$ cat src/rtl/if_id_register_pkg.sv
// Shared definitions for the IF/ID pipeline register: decode field positions,
// the NOP encoding, default counter width and the valid/bubble state type.
package if_id_register_pkg;

  localparam int OPCODE_MSB = 31;
  localparam int OPCODE_LSB = 26;
  localparam int RS_MSB     = 25;
  localparam int RS_LSB     = 21;
  localparam int RT_MSB     = 20;
  localparam int RT_LSB     = 16;
  localparam int RD_MSB     = 15;
  localparam int RD_LSB     = 11;
  localparam int FUNCT_MSB  = 5;
  localparam int FUNCT_LSB  = 0;
  localparam int IMM_MSB    = 15;
  localparam int IMM_LSB    = 0;

  localparam logic [31:0] NOP_INSTR = 32'h0000_0000;

  localparam int CNT_W_DEF = 8;

  typedef enum logic {
    ST_BUBBLE = 1'b0,
    ST_VALID  = 1'b1
  } ifid_state_e;

endpackage

$ cat src/rtl/if_id_register_if.sv
// Signal bundle between the fetch stage (master) and the IF/ID register (slave).
// start_i/stall_i/flush_i are level-sampled on every rising clock edge; no handshake.
interface if_id_register_if
  import if_id_register_pkg::*;
#(
   parameter int INSTR_W = 32,
   parameter int PC_W    = 32,
   parameter int CNT_W   = CNT_W_DEF
);
   logic               start_i;
   logic [INSTR_W-1:0] instr_i;
   logic [PC_W-1:0]    pc_plus4_i;
   logic               stall_i;
   logic               flush_i;

   logic               valid_o;
   logic [INSTR_W-1:0] instr_o;
   logic [PC_W-1:0]    pc_plus4_o;
   logic [5:0]         opcode_o;
   logic [4:0]         rs_o;
   logic [4:0]         rt_o;
   logic [4:0]         rd_o;
   logic [5:0]         funct_o;
   logic [15:0]        imm16_o;
   logic [CNT_W-1:0]   stall_cnt_o;
   logic [CNT_W-1:0]   flush_cnt_o;
   ifid_state_e        state_o;

   modport master (
      output start_i, instr_i, pc_plus4_i, stall_i, flush_i,
      input  valid_o, instr_o, pc_plus4_o, opcode_o, rs_o, rt_o, rd_o,
             funct_o, imm16_o, stall_cnt_o, flush_cnt_o, state_o
   );

   modport slave (
      input  start_i, instr_i, pc_plus4_i, stall_i, flush_i,
      output valid_o, instr_o, pc_plus4_o, opcode_o, rs_o, rt_o, rd_o,
             funct_o, imm16_o, stall_cnt_o, flush_cnt_o, state_o
   );
endinterface

$ cat src/rtl/if_id_register_sat_counter.sv
// Enable-driven event counter that sticks at all-ones instead of wrapping.
module sat_counter #(
   parameter int CNT_W = 8
) (
   input  logic             clk,
   input  logic             rst_n,
   input  logic             en,
   output logic [CNT_W-1:0] count
);

   always_ff @(posedge clk or negedge rst_n) begin
      if (!rst_n) begin
         count <= '0;
      end else if (en && (count != {CNT_W{1'b1}})) begin
         count <= count + 1'b1;
      end
   end

endmodule

$ cat src/rtl/if_id_register.sv
// IF/ID pipeline register: captures instruction and PC+4, holds on stall,
// inserts a bubble on flush, splits decode fields and counts stall/flush events.
module if_id_register
  import if_id_register_pkg::*;
#(
   parameter int INSTR_W = 32,
   parameter int PC_W    = 32,
   parameter int CNT_W   = CNT_W_DEF
) (
   input  logic clk_i,
   input  logic rst_i,
   if_id_register_if.slave bus
);

   ifid_state_e        state_q, state_d;
   logic [INSTR_W-1:0] instr_q, instr_d;
   logic [PC_W-1:0]    pc_q, pc_d;
   logic               stall_apply;
   logic               flush_apply;

   always_ff @(posedge clk_i or negedge rst_i) begin
      if (!rst_i) begin
         state_q <= ST_BUBBLE;
         instr_q <= INSTR_W'(NOP_INSTR);
         pc_q    <= '0;
      end else begin
         state_q <= state_d;
         instr_q <= instr_d;
         pc_q    <= pc_d;
      end
   end

   // Flush outranks stall: a squashed slot must not keep a stale instruction.
   always_comb begin
      state_d     = state_q;
      instr_d     = instr_q;
      pc_d        = pc_q;
      stall_apply = 1'b0;
      flush_apply = 1'b0;
      if (bus.start_i) begin
         if (bus.flush_i) begin
            state_d     = ST_BUBBLE;
            instr_d     = INSTR_W'(NOP_INSTR);
            pc_d        = bus.pc_plus4_i;
            flush_apply = 1'b1;
         end else if (bus.stall_i) begin
            stall_apply = 1'b1;
         end else begin
            state_d = ST_VALID;
            instr_d = bus.instr_i;
            pc_d    = bus.pc_plus4_i;
         end
      end
   end

   sat_counter #(.CNT_W(CNT_W)) u_stall_cnt (
      .clk   (clk_i),
      .rst_n (rst_i),
      .en    (stall_apply),
      .count (bus.stall_cnt_o)
   );

   sat_counter #(.CNT_W(CNT_W)) u_flush_cnt (
      .clk   (clk_i),
      .rst_n (rst_i),
      .en    (flush_apply),
      .count (bus.flush_cnt_o)
   );

   assign bus.state_o    = state_q;
   assign bus.valid_o    = (state_q == ST_VALID);
   assign bus.instr_o    = instr_q;
   assign bus.pc_plus4_o = pc_q;
   assign bus.opcode_o   = instr_q[OPCODE_MSB:OPCODE_LSB];
   assign bus.rs_o       = instr_q[RS_MSB:RS_LSB];
   assign bus.rt_o       = instr_q[RT_MSB:RT_LSB];
   assign bus.rd_o       = instr_q[RD_MSB:RD_LSB];
   assign bus.funct_o    = instr_q[FUNCT_MSB:FUNCT_LSB];
   assign bus.imm16_o    = instr_q[IMM_MSB:IMM_LSB];

endmodule

$ cat src/flat_wrapper.sv
// flat-port wrapper written by rule: the top's interface ports become plain ports
module if_id_register_flat import if_id_register_pkg::*;
#(
   parameter int INSTR_W = 32,
   parameter int PC_W    = 32,
   parameter int CNT_W   = CNT_W_DEF
)
  (clk_i, rst_i, bus_start_i, bus_instr_i, bus_pc_plus4_i, bus_stall_i, bus_flush_i, bus_valid_o, bus_instr_o, bus_pc_plus4_o, bus_opcode_o, bus_rs_o, bus_rt_o, bus_rd_o, bus_funct_o, bus_imm16_o, bus_stall_cnt_o, bus_flush_cnt_o, bus_state_o);
  if_id_register_if #(.INSTR_W(INSTR_W), .PC_W(PC_W), .CNT_W(CNT_W)) bus_i ();
  input  logic clk_i;
  input  logic rst_i;
  input wire logic [$bits(bus_i.start_i)-1:0] bus_start_i;
  input wire logic [$bits(bus_i.instr_i)-1:0] bus_instr_i;
  input wire logic [$bits(bus_i.pc_plus4_i)-1:0] bus_pc_plus4_i;
  input wire logic [$bits(bus_i.stall_i)-1:0] bus_stall_i;
  input wire logic [$bits(bus_i.flush_i)-1:0] bus_flush_i;
  output wire logic [$bits(bus_i.valid_o)-1:0] bus_valid_o;
  output wire logic [$bits(bus_i.instr_o)-1:0] bus_instr_o;
  output wire logic [$bits(bus_i.pc_plus4_o)-1:0] bus_pc_plus4_o;
  output wire logic [$bits(bus_i.opcode_o)-1:0] bus_opcode_o;
  output wire logic [$bits(bus_i.rs_o)-1:0] bus_rs_o;
  output wire logic [$bits(bus_i.rt_o)-1:0] bus_rt_o;
  output wire logic [$bits(bus_i.rd_o)-1:0] bus_rd_o;
  output wire logic [$bits(bus_i.funct_o)-1:0] bus_funct_o;
  output wire logic [$bits(bus_i.imm16_o)-1:0] bus_imm16_o;
  output wire logic [$bits(bus_i.stall_cnt_o)-1:0] bus_stall_cnt_o;
  output wire logic [$bits(bus_i.flush_cnt_o)-1:0] bus_flush_cnt_o;
  output wire logic [$bits(bus_i.state_o)-1:0] bus_state_o;
  assign bus_i.start_i = bus_start_i;
  assign bus_i.instr_i = bus_instr_i;
  assign bus_i.pc_plus4_i = bus_pc_plus4_i;
  assign bus_i.stall_i = bus_stall_i;
  assign bus_i.flush_i = bus_flush_i;
  assign bus_valid_o = bus_i.valid_o;
  assign bus_instr_o = bus_i.instr_o;
  assign bus_pc_plus4_o = bus_i.pc_plus4_o;
  assign bus_opcode_o = bus_i.opcode_o;
  assign bus_rs_o = bus_i.rs_o;
  assign bus_rt_o = bus_i.rt_o;
  assign bus_rd_o = bus_i.rd_o;
  assign bus_funct_o = bus_i.funct_o;
  assign bus_imm16_o = bus_i.imm16_o;
  assign bus_stall_cnt_o = bus_i.stall_cnt_o;
  assign bus_flush_cnt_o = bus_i.flush_cnt_o;
  assign bus_state_o = bus_i.state_o;
  if_id_register #(.INSTR_W(INSTR_W), .PC_W(PC_W), .CNT_W(CNT_W)) u_core (.clk_i(clk_i), .rst_i(rst_i), .bus(bus_i));
endmodule
$ cat config.mk
export PLATFORM = sky130hd
export DESIGN_NAME = if_id_register_flat
export DESIGN_NICKNAME = d
export VERILOG_FILES = /design/src/rtl/if_id_register_pkg.sv /design/src/rtl/if_id_register_if.sv /design/src/rtl/if_id_register_sat_counter.sv /design/src/rtl/if_id_register.sv /design/src/flat_wrapper.sv
export SDC_FILE = /design/constraint.sdc
export NUM_CORES = 1
export LEC_CHECK = 0
export ABC_CLOCK_PERIOD_IN_PS = 1800
export CAP_MARGIN = 20
export CORE_UTILIZATION = 41
export DETAILED_ROUTE_END_ITERATION = 6
export GPL_TIMING_DRIVEN = 1
export PLACE_DENSITY = 0.85
export SYNTH_ARGS = -nofsm -noshare
export SYNTH_HDL_FRONTEND = slang
export SYNTH_SLANG_ARGS = --single-unit
$ cat constraint.sdc
create_clock -name clk_i -period 1.8 [get_ports clk_i]
set_clock_uncertainty 0.15 [all_clocks]
set_input_delay 0.54 -clock clk_i [delete_from_list [all_inputs] [get_ports clk_i]]
set_output_delay 0.54 -clock clk_i [all_outputs]
set_load 0.005 [all_outputs]
==> results of run 1 <==
==> kinds of logic after synthesis <==
group           count (synthesis)  synth area share (%)
simple gates                   62                 9.404
fa+ha+maj                       2                0.6269
xor+xnor                        6                 1.317
compound gates                 13                 2.351
buf+inv                        57                 10.66
mux                            72                 24.86
flops                          81                 50.78
==> cells in the final DEF (no fill, tap or decap), types with 4 or more instances in the layout <==
cell type,Yosys,routed
mux2_4,49,49
dlygate4sd2_1,0,95
nor2b_1,32,32
clkbuf_2,0,20
clkdlybuf4s15_1,0,10
nand2_1,8,8
mux2_2,20,20
buf_6,5,4
xor2_1,4,4
clkbuf_8,0,10
buf_4,46,76
dfrtp_1,81,80
clkdlybuf4s50_1,0,64
nor3_1,5,4
nand3_1,4,4
==> registers in the layout, summed over array words and instances, names as in the netlist <==
signal	flops
u_core.bus.instr_o	32
u_core.u_stall_cnt.count	8
u_core.u_flush_cnt.count	8
u_core.bus.state_o	1
u_core.bus.pc_plus4_o	32
==> critical path, cell delays in order <==
cell and delay [ns]:
dlygate4sd2_1 0.26, buf_4 0.15, o21ai_4 0.07, buf_6 0.13
buf_4 0.12, bufbuf_16 0.25, mux2_2 0.32
==> power groups by stage <==
stage | logic, mW | registers (mW) | clock network, mW
floorplan | 0.736 | 2.44 | 0
global placement | 1.78 | 2.42 | 0
detailed placement | 1.84 | 2.44 | 0
CTS | 2.01 | 2.31 | 1.50
global route | 2.14 | 2.36 | 1.59
finish | 1.98 | 2.32 | 1.47
==> how the worst max path moves through the flow <==
stage | start | slack (ns) | to
4_1_cts | u_core.bus.instr_o[0] | -0.03 | bus_funct_o[0]
6_report | bus_start_i | 0.03 | u_core.bus.pc_plus4_o[6]
3_3_place_gp | bus_stall_i | -0.43 | u_core.bus.pc_plus4_o[15]
5_1_grt | u_core.bus.instr_o[11] | 0.0002 | bus_imm16_o[11]
3_5_place_dp | bus_flush_i | -0.47 | u_core.bus.pc_plus4_o[11]
2_1_floorplan | bus_flush_i | 0.11 | u_core.u_stall_cnt.count[7]
==> cells in the mapped netlist, drive strengths merged, types with 2 or more instances <==
library cell / instances
o21ai: 2
clkbuf: 3
nand4: 2
nand3: 4
mux2: 70
ha: 2
and3: 2
a211oi: 3
buf: 52
inv: 2
xnor2: 2
nand2: 8
nor2b: 32
nand2b: 2
mux2i: 2
xor2: 4
a21oi: 2
dfrtp: 81
nor3: 5
a21o: 2
and4: 2
==> per-stage QoR <==
step	std cells	setup slack [ns]	hold slack, ns
after detailed placement	576	-0.4732	0.3459
final	659	0.02703	0.05494
after CTS	659	-0.03040	0.08650
after global placement	576	-0.4285	0.3385
after global routing	659	0.0001903	0.09483
after floorplan	293	0.1137	0.09441
==> layout make-up <==
cell class	instances	area (sq um)	share of cell area, %
clock inverter	4	76.32	1.187
multi-input combinational	155	1558	24.23
tap	129	161.4	2.511
clock buffer	11	141.4	2.199
inverter	2	7.507	0.1168
sequential	81	2028	31.55
timing repair buffer	277	2456	38.21
==> routing by layer <==
layer,wire [um],up-vias,track usage [%]
met4,166,0,6.912
li1,-,1416,-
met2,5732,134,39.67
met1,4177,1486,25.22
met3,660,18,4.438
met5,0,-,0
==> what timing repair did <==
item	4_1_cts	5_1_grt
pin swaps	1	0
cloned	3	0
setup endpoints to repair	187	26
resized for setup	167	25
buffers inserted	65	0
==> metrics.cfg, run 1 <==
[run_status]
outcome=completed

[critical_path]
worst-r2r-cell-count=5
crit_fanout=5
worst-endpoint-required_ns=1.88
cp_data_arrival_time_ns=1.85
path_class=input port to flip-flop
setup.worst_path.start_class=input port
critPathCaptureType=flip-flop
crit-reg2reg-capture=u_core.u_flush_cnt.count[4]
critical_path.reg2reg.startpoint=u_core.u_flush_cnt.count[0]
timing.reg2reg.setup_slack_ns=0.08

[global_routing]
track_usage_pct=21.64
grt_pass1_wl_um=16820
gr-total-overflow=0
grt_pass1_vias=3263
grt_antenna_before_repair=0
largest_net_degree_at_the_start_of_global_routing=82

[logic_synthesis]
synth_async_sr_flop_share_pct=100.0
post_synthesis_cell_area_sq_um=3991
synthesis.nets=364
synth_largest_type_area_fraction_pct=50.78
number_of_instances_in_the_synthesized_netlist=293
synth_top_area_cells=dfrtp_1, mux2_4, buf_4
synth-edff-count=0
average_instance_area_after_synthesis_sq_um=13.62
netlist-cell-type-count=35
synth.ff_latch_count=81
yosys_warnings=0
synth-main-ff-cell=dfrtp_1
synth.largest_area_cell=dfrtp_1
synth_sequential_area_ratio_pct=50.78

[clock_network]
cts-htree-levels=3
root_buffer=clkbuf_8
cts.reportedPaths.clkPinSlew_ns=0.09
insertion_delay_ns=0.34
cts-buffers-inserted=9
tritoncts=yes
cts_hold_buffers=0
max-clock-path-buffers=2
cts_sinks=81

[placement]
dp_hpwl_um=6879
place_congestion=0.7717
port_buffers=193
postPlaceCellArea_sq_um=5833

[sta]
timing.fmax_mhz=564.0
post-route-min-period_ns=1.773
slew_headroom_pct=70.27
rsz0062_at_grt=false
fin_tns_setup_ns=0
post-route-period-util_pct=98.50
slew_viol_final=0
timing.final.setup_violations=0
worst_pin_slew_ns=0.4459
finalHoldViolCount=0

[route]
detail_route.iter0.violations=102
wire_length_after_detailed_routing_um=10740
via_count=3054
drc_errors=0
wl_per_cell_um=16.29
dr.pass1.iters=4
ant_nets=0
vias_per_cell=4.634

[power]
switching_power_mw=1.589
total_power_mw=5.774
power_per_cell_area_nw_per_um2=898.1
ir_drop_v=0.0006144
p_int_mw=4.185
clock_power_share_pct=25.5
pwr-share-comb_pct=34.4
p_seq_share_pct=40.2
netSwitchingFraction_pct=27.52
power_leakage_nw=3.306

[flow_run]
max-cap-violations=0

[cells_and_area]
design.final.nets=597
fillers=716
area_delta_synth_final_pct=61.07
antenna_cells=0
finish.instance_area_sq_um=6429
fin_util_pct=68.92
post_route_cells_drive_above_1_share_pct=37.55

[floorplan]
die_area_sq_um=10130
initial_utilization_pct=42.79
core_region_area_sq_um=9328
ioPinCount=194
die-width_um=100.7
fp.dieH_um=100.7
core.rowCount=35

[worst_hold_path]
worstHoldPathType=input port to asynchronous set/reset pin

Power figures use the tool's default switching activity.
==> run 2: changes to the inputs <==
--- a/config.mk
+++ b/config.mk
@@ -7,10 +7,11 @@
 export LEC_CHECK = 0
 export ABC_CLOCK_PERIOD_IN_PS = 1800
 export CAP_MARGIN = 20
-export CORE_UTILIZATION = 41
+export CORE_UTILIZATION = 40
 export DETAILED_ROUTE_END_ITERATION = 6
 export GPL_TIMING_DRIVEN = 1
-export PLACE_DENSITY = 0.85
+export PLACE_DENSITY = 0.84
 export SYNTH_ARGS = -nofsm -noshare
 export SYNTH_HDL_FRONTEND = slang
+export SYNTH_HIERARCHICAL = 1
 export SYNTH_SLANG_ARGS = --single-unit
==> metrics.cfg, run 2 <==
[global_routing]
gr-total-overflow=0  ; unchanged
largest_net_degree_at_the_start_of_global_routing=82  ; unchanged
grt_antenna_before_repair=1  ; was 0
grt_pass1_wl_um=16550  ; was 16820 um
track_usage_pct=21.20  ; was 21.64%
grt_pass1_vias=3366  ; was 3263

[floorplan]
initial_utilization_pct=41.47  ; was 42.79%
ioPinCount=194  ; unchanged
die_area_sq_um=10020  ; was 10130 sq um
core_region_area_sq_um=9284  ; was 9328 sq um
core.rowCount=35  ; unchanged
die-width_um=100.1  ; was 100.7 um
fp.dieH_um=100.1  ; was 100.7 um

[clock_network]
max-clock-path-buffers=2  ; unchanged
cts_hold_buffers=0  ; unchanged
tritoncts=yes  ; unchanged
root_buffer=clkbuf_8  ; unchanged
cts.reportedPaths.clkPinSlew_ns=0.09  ; about the same
cts-htree-levels=3  ; unchanged
insertion_delay_ns=0.34  ; about the same
cts_sinks=81  ; unchanged
cts-buffers-inserted=9  ; unchanged

[critical_path]
path_class=flip-flop to output port  ; was input port to flip-flop
crit-reg2reg-capture=u_core/u_flush_cnt/count[1]  ; was u_core.u_flush_cnt.count[4]
setup.worst_path.start_class=flip-flop  ; was input port
worst-endpoint-required_ns=1.11  ; was 1.88 ns
critPathLaunch=u_core/bus.instr_o[27]  ; was bus_start_i
crit_fanout=2  ; was 5
cp_data_arrival_time_ns=1.06  ; was 1.85 ns
timing.critical_path.to=bus_opcode_o[1]  ; was u_core.bus.pc_plus4_o[6]
critical_path.reg2reg.startpoint=u_core/u_flush_cnt/count[0]  ; was u_core.u_flush_cnt.count[0]
worst-r2r-cell-count=5  ; unchanged
timing.reg2reg.setup_slack_ns=0.12  ; was 0.08 ns
critPathCaptureType=output port  ; was flip-flop

[sta]
post-route-min-period_ns=1.747  ; was 1.773 ns
finalHoldViolCount=0  ; unchanged
timing.final.setup_violations=0  ; unchanged
slew_headroom_pct=71.35  ; was 70.27%
timing.fmax_mhz=572.4  ; was 564.0 MHz
worst_pin_slew_ns=0.4297  ; was 0.4459 ns
rsz0062_at_grt=false  ; unchanged
post-route-period-util_pct=97.06  ; was 98.50%
slew_viol_final=0  ; unchanged
final.setup.worst_slack_ns=0.05289  ; was 0.02703 ns

[logic_synthesis]
netlist-cell-type-count=35  ; unchanged
yosys_warnings=6  ; was 0
synth-edff-count=0  ; unchanged
average_instance_area_after_synthesis_sq_um=11.67  ; was 13.62 sq um
synth.largest_area_cell=dfrtp_1  ; unchanged
synthMostInstantiatedCell=dfrtp_1  ; unchanged
synthesis.nets=401  ; was 364
synth_async_sr_flop_share_pct=100.0  ; unchanged
synth-main-ff-cell=dfrtp_1  ; unchanged
synth_top_area_cells=dfrtp_1, mux2_4, buf_4  ; unchanged
synth.ff_latch_count=81  ; unchanged
synth_sequential_area_ratio_pct=52.65  ; was 50.78%
synth_largest_type_area_fraction_pct=52.65  ; was 50.78%
synth.cells.most_frequent=dfrtp_1, o21ai_0, buf_4, mux2_4, nand2_1  ; was dfrtp_1, mux2_4, buf_4, nor2b_1, mux2_2
post_synthesis_cell_area_sq_um=3850  ; was 3991 sq um
number_of_instances_in_the_synthesized_netlist=330  ; was 293

[route]
drc_errors=0  ; unchanged
dr.pass1.iters=4  ; unchanged
wl_per_cell_um=15.28  ; was 16.29 um
via_count=3318  ; was 3054
vias_per_cell=4.837  ; was 4.634
ant_nets=0  ; unchanged
wire_length_after_detailed_routing_um=10480  ; was 10740 um
detail_route.iter0.violations=92  ; was 102

[power]
ir_drop_v=0.0006588  ; was 0.0006144 V
total_power_mw=5.215  ; was 5.774 mW
power_per_cell_area_nw_per_um2=847.1  ; was 898.1 nW/um^2
power_leakage_nw=3.117  ; was 3.306 nW

[placement]
dp_hpwl_um=7353  ; was 6879 um
postPlaceCellArea_sq_um=5802  ; was 5833 sq um
numPlacedInstances=623  ; was 576
place_worst_setup_slack_ns=-0.4642  ; was -0.4732 ns
port_buffers=193  ; unchanged
place_congestion=0.8531  ; was 0.7717

[worst_hold_path]
worstHoldPathType=input port to asynchronous set/reset pin  ; unchanged

[cells_and_area]
layout_commonest_cell=dlygate4sd2_1  ; unchanged
layoutNonFillerInstCount=686  ; was 659
area_delta_synth_final_pct=59.90  ; was 61.07%
finish.instance_area_sq_um=6156  ; was 6429 sq um
final_cell_mix=dlygate4sd2_1, dfrtp_1, buf_4  ; unchanged
post_route_cells_drive_above_1_share_pct=28.06  ; was 37.55%
design.final.nets=622  ; was 597

[flow_run]
max-cap-violations=0  ; unchanged

[run_status]
outcome=completed  ; unchanged

[run 2: cell count changes after synthesis, moves of 3 or more]
cell / before / now
o21ai_0: 1 / 55
nand2_1: 8 / 32
inv_1: 2 / 5
clkbuf_1: 3 / 9
a41oi_1: 0 / 4
mux2_2: 20 / 2
nor2b_1: 32 / 0
mux2_4: 49 / 32
o21ai_1: 1 / 7
nor3_1: 5 / 2
nor2_1: 1 / 5
a211oi_1: 3 / 0
a31oi_1: 1 / 4
[run 2: power by group]
group	internal (mW)	switching, mW
clock	0.570	0.646
sequential	2.10	0.166
combinational	1.05	0.689
total	3.71	1.50
[run 2: what timing repair did]
item / in CTS / in global routing
endpoints found under the setup margin: 150 / 38
buffers inserted: 44 / 2
resized for setup: 154 / 16
pin swaps: 0 / 3
[run 2: worst min-delay path by stage]
stage / start / end / slack, ns / depth (start not counted)
detailed placement: u_core/bus.pc_plus4_o[1] / u_core/bus.pc_plus4_o[1] / 0.34 / 1
CTS: rst_i / u_core/bus.pc_plus4_o[19] / 0.08 / 2
global placement: u_core/bus.pc_plus4_o[0] / u_core/bus.pc_plus4_o[0] / 0.34 / 1
finish: rst_i / u_core/bus.pc_plus4_o[19] / 0.06 / 2
floorplan: rst_i / u_core/bus.instr_o[0] / 0.09 / 0
global route: rst_i / u_core/bus.pc_plus4_o[10] / 0.09 / 2
[run 2: kinds of logic after synthesis]
kind of cell / after synthesis / synth area share [%]
AO/OA/AOI/OAI: 86 / 13.00
multiplexers: 36 / 13.65
flip-flops: 81 / 52.65
buffers and inverters: 65 / 11.50
XOR/XNOR: 4 / 0.9101
adder cells (fa/ha/maj): 2 / 0.6499
AND/OR/NAND/NOR: 56 / 7.637
[run 2: stage by stage]
step	setup TNS (ns)	util [%]	hold slack, ns
floorplan	-0.09489	-	0.09441
global placement	-21.53	62.49	0.3371
CTS	0	66.71	0.07903
global route	0	66.31	0.09138
detailed placement	-25.90	62.49	0.3420
finish	0	66.31	0.05591
[run 2: critical path: stages (launching register included)]
cell and delay, ns:
dfrtp_1 0.39, buf_4 0.14, clkdlybuf4s15_1 0.19
[run 2: cell type report]
class                           count  area [sq um]
Inverter                            5         18.77
Timing Repair Buffer              270          2380
Fill cell                         769          3128
Clock inverter                      5         30.03
Tap cell                          129         161.4
Antenna cell                        1         2.502
Clock buffer                       11         151.4
Sequential cell                    81          2027
Multi-Input combinational cell    184          1385
[run 2: layer usage]
metal  up-vias  part of all wire, %  GRT usage, %
met5         -                    0             0
met4         0                  2.1         8.250
met3        21                  4.8         4.109
met2       121                   54         38.41
met1      1630                   39         24.77
li1       1546                    -             -
==> run 3: changes to the inputs <==
--- a/config.mk
+++ b/config.mk
@@ -8,9 +8,11 @@
 export ABC_CLOCK_PERIOD_IN_PS = 1800
 export CAP_MARGIN = 20
 export CORE_UTILIZATION = 40
+export CTS_CLUSTER_DIAMETER = 30
 export DETAILED_ROUTE_END_ITERATION = 6
 export GPL_TIMING_DRIVEN = 1
 export PLACE_DENSITY = 0.84
+export SLEW_MARGIN = 15
 export SYNTH_ARGS = -nofsm -noshare
 export SYNTH_HDL_FRONTEND = slang
 export SYNTH_HIERARCHICAL = 1
==> results of run 3 <==
No change in the layout: final DEF, timing and power equal those of run 2.
==> RTL change 1: new RTL, settings of run 3 <==
The package constant `CNT_W_DEF` goes from 8 to 10.
--- a/src/rtl/if_id_register_pkg.sv
+++ b/src/rtl/if_id_register_pkg.sv
@@ -19,3 +19,3 @@
 
-  localparam int CNT_W_DEF = 8;
+  localparam int CNT_W_DEF = 10;
 
Interface: changed (resized bus_flush_cnt_o and bus_stall_cnt_o); port bits go from 194 to 198. The function was not compared with the original's and may differ.
==> RTL change 1 against run 3 <==
- routed wire length increased by 7.6%
- sequential cell count is 4 higher
- highest routed layer unchanged
- critical endpoint is now bus_flush_cnt_o[0]
- sequential share of layout area fell by 0.15 points
- global-route usage up 0.78 points
- synthesized cell count rose by 7.3%
- final cell count up 5.2%
- via count grew 5.2%
- critical path type unchanged
- area after synthesis rose by 4.7%
- total power rose by 8.7%
- cell area rose by 5.7%
- worst setup slack got worse by 0.035 ns
- critical path depth increased by 1
==> RTL change 1: results (changes against run 3) <==
status completed (unchanged); R2R Setup Slk 0.03 ns (was 0.12 ns); pre-CTS WS -0.600 ns (was -0.464 ns); total number of yosys warnings 6 (unchanged); worst-margin pin slew 0.467 ns (was 0.430 ns); R2R depth 5 (unchanged); Tot GR Track Use 22.0% (was 21.2%); initial antenna violation count 0 (was 1); number of diodes 0 (was 1); max_cap viols 0 (unchanged); largest net degree at the start of global routing 86 (was 82); Nets 657 (was 622); top post-synthesis cells by count dfrtp_1, o21ai_0, buf_4 (unchanged); Post-Synthesis Net Count 425 (was 401); Tmin final 1.78 ns (was 1.75 ns); crit path launch u_core/u_flush_cnt/count[0]$_DFFE_PN0P_ (was u_core/bus.instr_o[27]$_DFFE_PN0P_); Synth area leaders dfrtp_1, mux2_4, buf_4 (unchanged); drt initial violations 106 (was 92); I/O Buffers 197 (was 193); drt via density 4.83 (was 4.84); RePlAce Congestion 0.880 (was 0.853); Leak 3.31 nW (was 3.12 nW); vias in the first global route 3618 (was 3366); HPWL Detailed 7.76 mm (was 7.35 mm); global-route wire length before repair 17.5 mm (was 16.5 mm); DR WL/cell 15.6 um (was 15.3 um); Hold Crit Class in2async (unchanged); peak supply drop 0.628 mV (was 0.659 mV); share of cells above drive strength 1 29.7% (was 28.1%); reg2reg start u_core/u_flush_cnt/count[5]$_DFFE_PN0P_ (was u_core/u_flush_cnt/count[0]$_DFFE_PN0P_); Async S/R FF share, synth 100% (unchanged); Synth cell types 33 (was 35); hold slack final 0.0609 ns (was 0.0559 ns); register area share after synthesis 52.7% (was 52.6%); Critical Path Slowest Stage Cell dfrtp_1 (unchanged)
## RTL change 1: cell count changes after synthesis, moves of 4 or more
cell     before  now
nor2_1        5   13
nand2_1      32   38
a31oi_1       4    0
a41oi_1       4    0
dfrtp_1      81   85
nand3_1       4    8
o21ai_0      55   59
## RTL change 1: report_power, final
group | leakage (nW) | switching [W] | internal [W]
Combinational | 2.14 | 0.000735 | 0.00116
Sequential | 1.07 | 0.000169 | 0.00219
Clock | 0.101 | 0.000659 | 0.000762
## RTL change 1: area by class of cell
cell class | count | area (um^2)
Clock buffer | 9 | 124
Clock inverter | 5 | 77.6
Fill cell | 799 | 3270
Inverter | 3 | 11.3
Multi-Input combinational cell | 206 | 1520
Sequential cell | 85 | 2130
Tap cell | 133 | 166
Timing Repair Buffer | 281 | 2480
## RTL change 1: kinds of logic (layout without fill, tap and decap cells)
logic type               Yosys count  in the layout  share of synthesized area (%)
AO/OA/AOI/OAI                     74             74                           9.49
AND/OR/NAND/NOR                   84             84                           11.0
multiplexers                      38             38                           13.6
buffers and inverters             63            298                           10.8
adder cells (fa/ha/maj)            2              2                          0.620
flip-flops                        85             85                           52.7
XOR/XNOR                           8              8                           1.74
## RTL change 1: metrics by stage
stage               area, um^2  cells  power [W]
detailed placement        6030    652    0.00418
global placement          6030    652    0.00412
global route              6510    722    0.00599
CTS                       6540    721    0.00566
floorplan                 4050    354    0.00309
finish                    6510    722    0.00567
## RTL change 1: worst paths after layout
path / to
max: bus_flush_cnt_o[0]
min: u_core/bus.pc_plus4_o[25]$_DFFE_PN0P_
max reg2reg: u_core/u_flush_cnt/count[1]$_DFFE_PN0P_
min reg2reg: u_core/bus.pc_plus4_o[0]$_DFFE_PN0P_
max in group asynchronous: u_core/u_flush_cnt/count[5]$_DFFE_PN0P_
min in group clk_i: u_core/bus.pc_plus4_o[0]$_DFFE_PN0P_
## RTL change 1: per-layer routing
metal	up-vias	routed length, um	track usage, %
met5	-	0	0
met4	0	333	8.57
met3	27	657	4.86
met2	133	5940	39.4
met1	1705	4350	25.5
li1	1625	-	-
## RTL change 1: what timing repair did
item / in CTS / in global routing
setup endpoints to repair: 171 / 22
setup buffers: 55 / 2
resized for setup: 165 / 21
pin swaps: 4 / 2
endpoints found under the hold margin: 0 / 0
## RTL change 1: worst max-delay path, delay by kind of cell (launching register included)
kind,cells,cell delay [ns]
flip-flops,1,0.39
buffers and inverters,3,0.35
==> RTL change 2: new RTL, config.mk and constraints of run 3 <==
Without the edit above. Take the reset off `pc_q` and load it in a clocked block of its own.
--- a/src/rtl/if_id_register.sv
+++ b/src/rtl/if_id_register.sv
@@ -24,3 +24,2 @@
          instr_q <= INSTR_W'(NOP_INSTR);
-         pc_q    <= '0;
       end else begin
@@ -28,4 +27,7 @@
          instr_q <= instr_d;
-         pc_q    <= pc_d;
       end
+   end
+
+   always_ff @(posedge clk_i) begin
+      pc_q <= pc_d;
    end
Behaviour: not the same (Yosys sat finds a counterexample within 4 cycles, from zero or initial values and one cycle with rst_i low).
==> RTL change 2 against run 3 <==
- critical path type unchanged
- sequential cell count unchanged
- total power rose by 3.0%
- count of clock-buffer cells in the layout decreased by 2
- cell area up 3.0%
- final cell count shrank 2.6%
- synthesized cell count fell by 9.7%
- fmax fell by 0.54%
- highest routed layer unchanged
- area after synthesis increased by 2.6%
- global-route usage rose by 1.7 points
- die area up 2.6%
- worst setup slack got worse by 0.0095 ns
- routed wire length is 16% higher
==> RTL change 2: results (changes against run 3) <==
peak supply drop 0.454 mV (was 0.659 mV); CLK BUF 9 (was 11); Seq area share 34.5% (was 32.9%); Tot GR Track Use 22.9% (was 21.2%); register area share after synthesis 55.4% (was 52.6%); Async S/R FF share, synth 60.5% (was 100%); placed insts 588 (was 623); #MultiIn Comb 153 (was 184); average cell area after synthesis 13.3 um^2 (was 11.7 um^2); NonClk Buf Share 38.7% (about the same); Synth area leaders dfrtp_1, edfxtp_1, buf_4 (was dfrtp_1, mux2_4, buf_4); reg2reg start u_core/u_stall_cnt/count[1]$_DFFE_PN0P_ (was u_core/u_flush_cnt/count[0]$_DFFE_PN0P_); Inverters 3 (was 5); # fillers 732 (was 769); status completed (unchanged); vias in the first global route 3530 (was 3366); pre-CTS WS -0.451 ns (was -0.464 ns); HPWL Detailed 7.82 mm (was 7.35 mm); Slew headroom 79.1% (was 71.4%); P per Cell Area 847 nW/um^2 (about the same); Detailed Route WL 12.2 mm (was 10.5 mm); Synth cell types 36 (was 35); drt initial violations 120 (was 92); largest net degree at the start of global routing 50 (was 82); Area after DPL 5860 um^2 (was 5800 um^2); drt via density 5.07 (was 4.84); Finished Layout Cells 668 (was 686); met2 WL post-DR 6.56 mm (was 5.68 mm); share of cells above drive strength 1 28.6% (was 28.1%); r2r endpoint u_core/u_stall_cnt/count[1]$_DFFE_PN0P_ (was u_core/u_flush_cnt/count[1]$_DFFE_PN0P_); met3 wire length 947 um (was 507 um); R2R Setup Slk 0.07 ns (was 0.12 ns)
## RTL change 2: report_power, final
group	total [W]	leakage (nW)	switching [W]	internal [W]
clock	0.00121	0.0803	0.000700	0.000511
combinational	0.00181	2.23	0.000733	0.00108
sequential	0.00235	0.943	0.000152	0.00220
## RTL change 2: logic make-up (layout without fill, tap and decap cells)
kind of cell | Yosys count | after routing | share of synthesized area, %
compound gates | 55 | 55 | 11.7
fa+ha+maj | 2 | 2 | 0.633
buf+inv | 64 | 304 | 11.7
other cells | 0 | 1 | 0
xor+xnor | 4 | 4 | 0.887
flops | 81 | 81 | 55.4
simple gates | 88 | 88 | 18.5
mux | 4 | 4 | 1.33
## RTL change 2: what timing repair did
item / in CTS / in global routing
pin swaps: 0 / 0
gates cloned: 0 / 2
endpoints found under the setup margin: 136 / 76
resized for setup: 163 / 28
setup buffers: 60 / 1
## RTL change 2: worst max-delay path, cell delays in order, from the launching register on
cell and delay (ns):
dfrtp_1 0.41, buf_6 0.13, clkdlybuf4s15_1 0.19
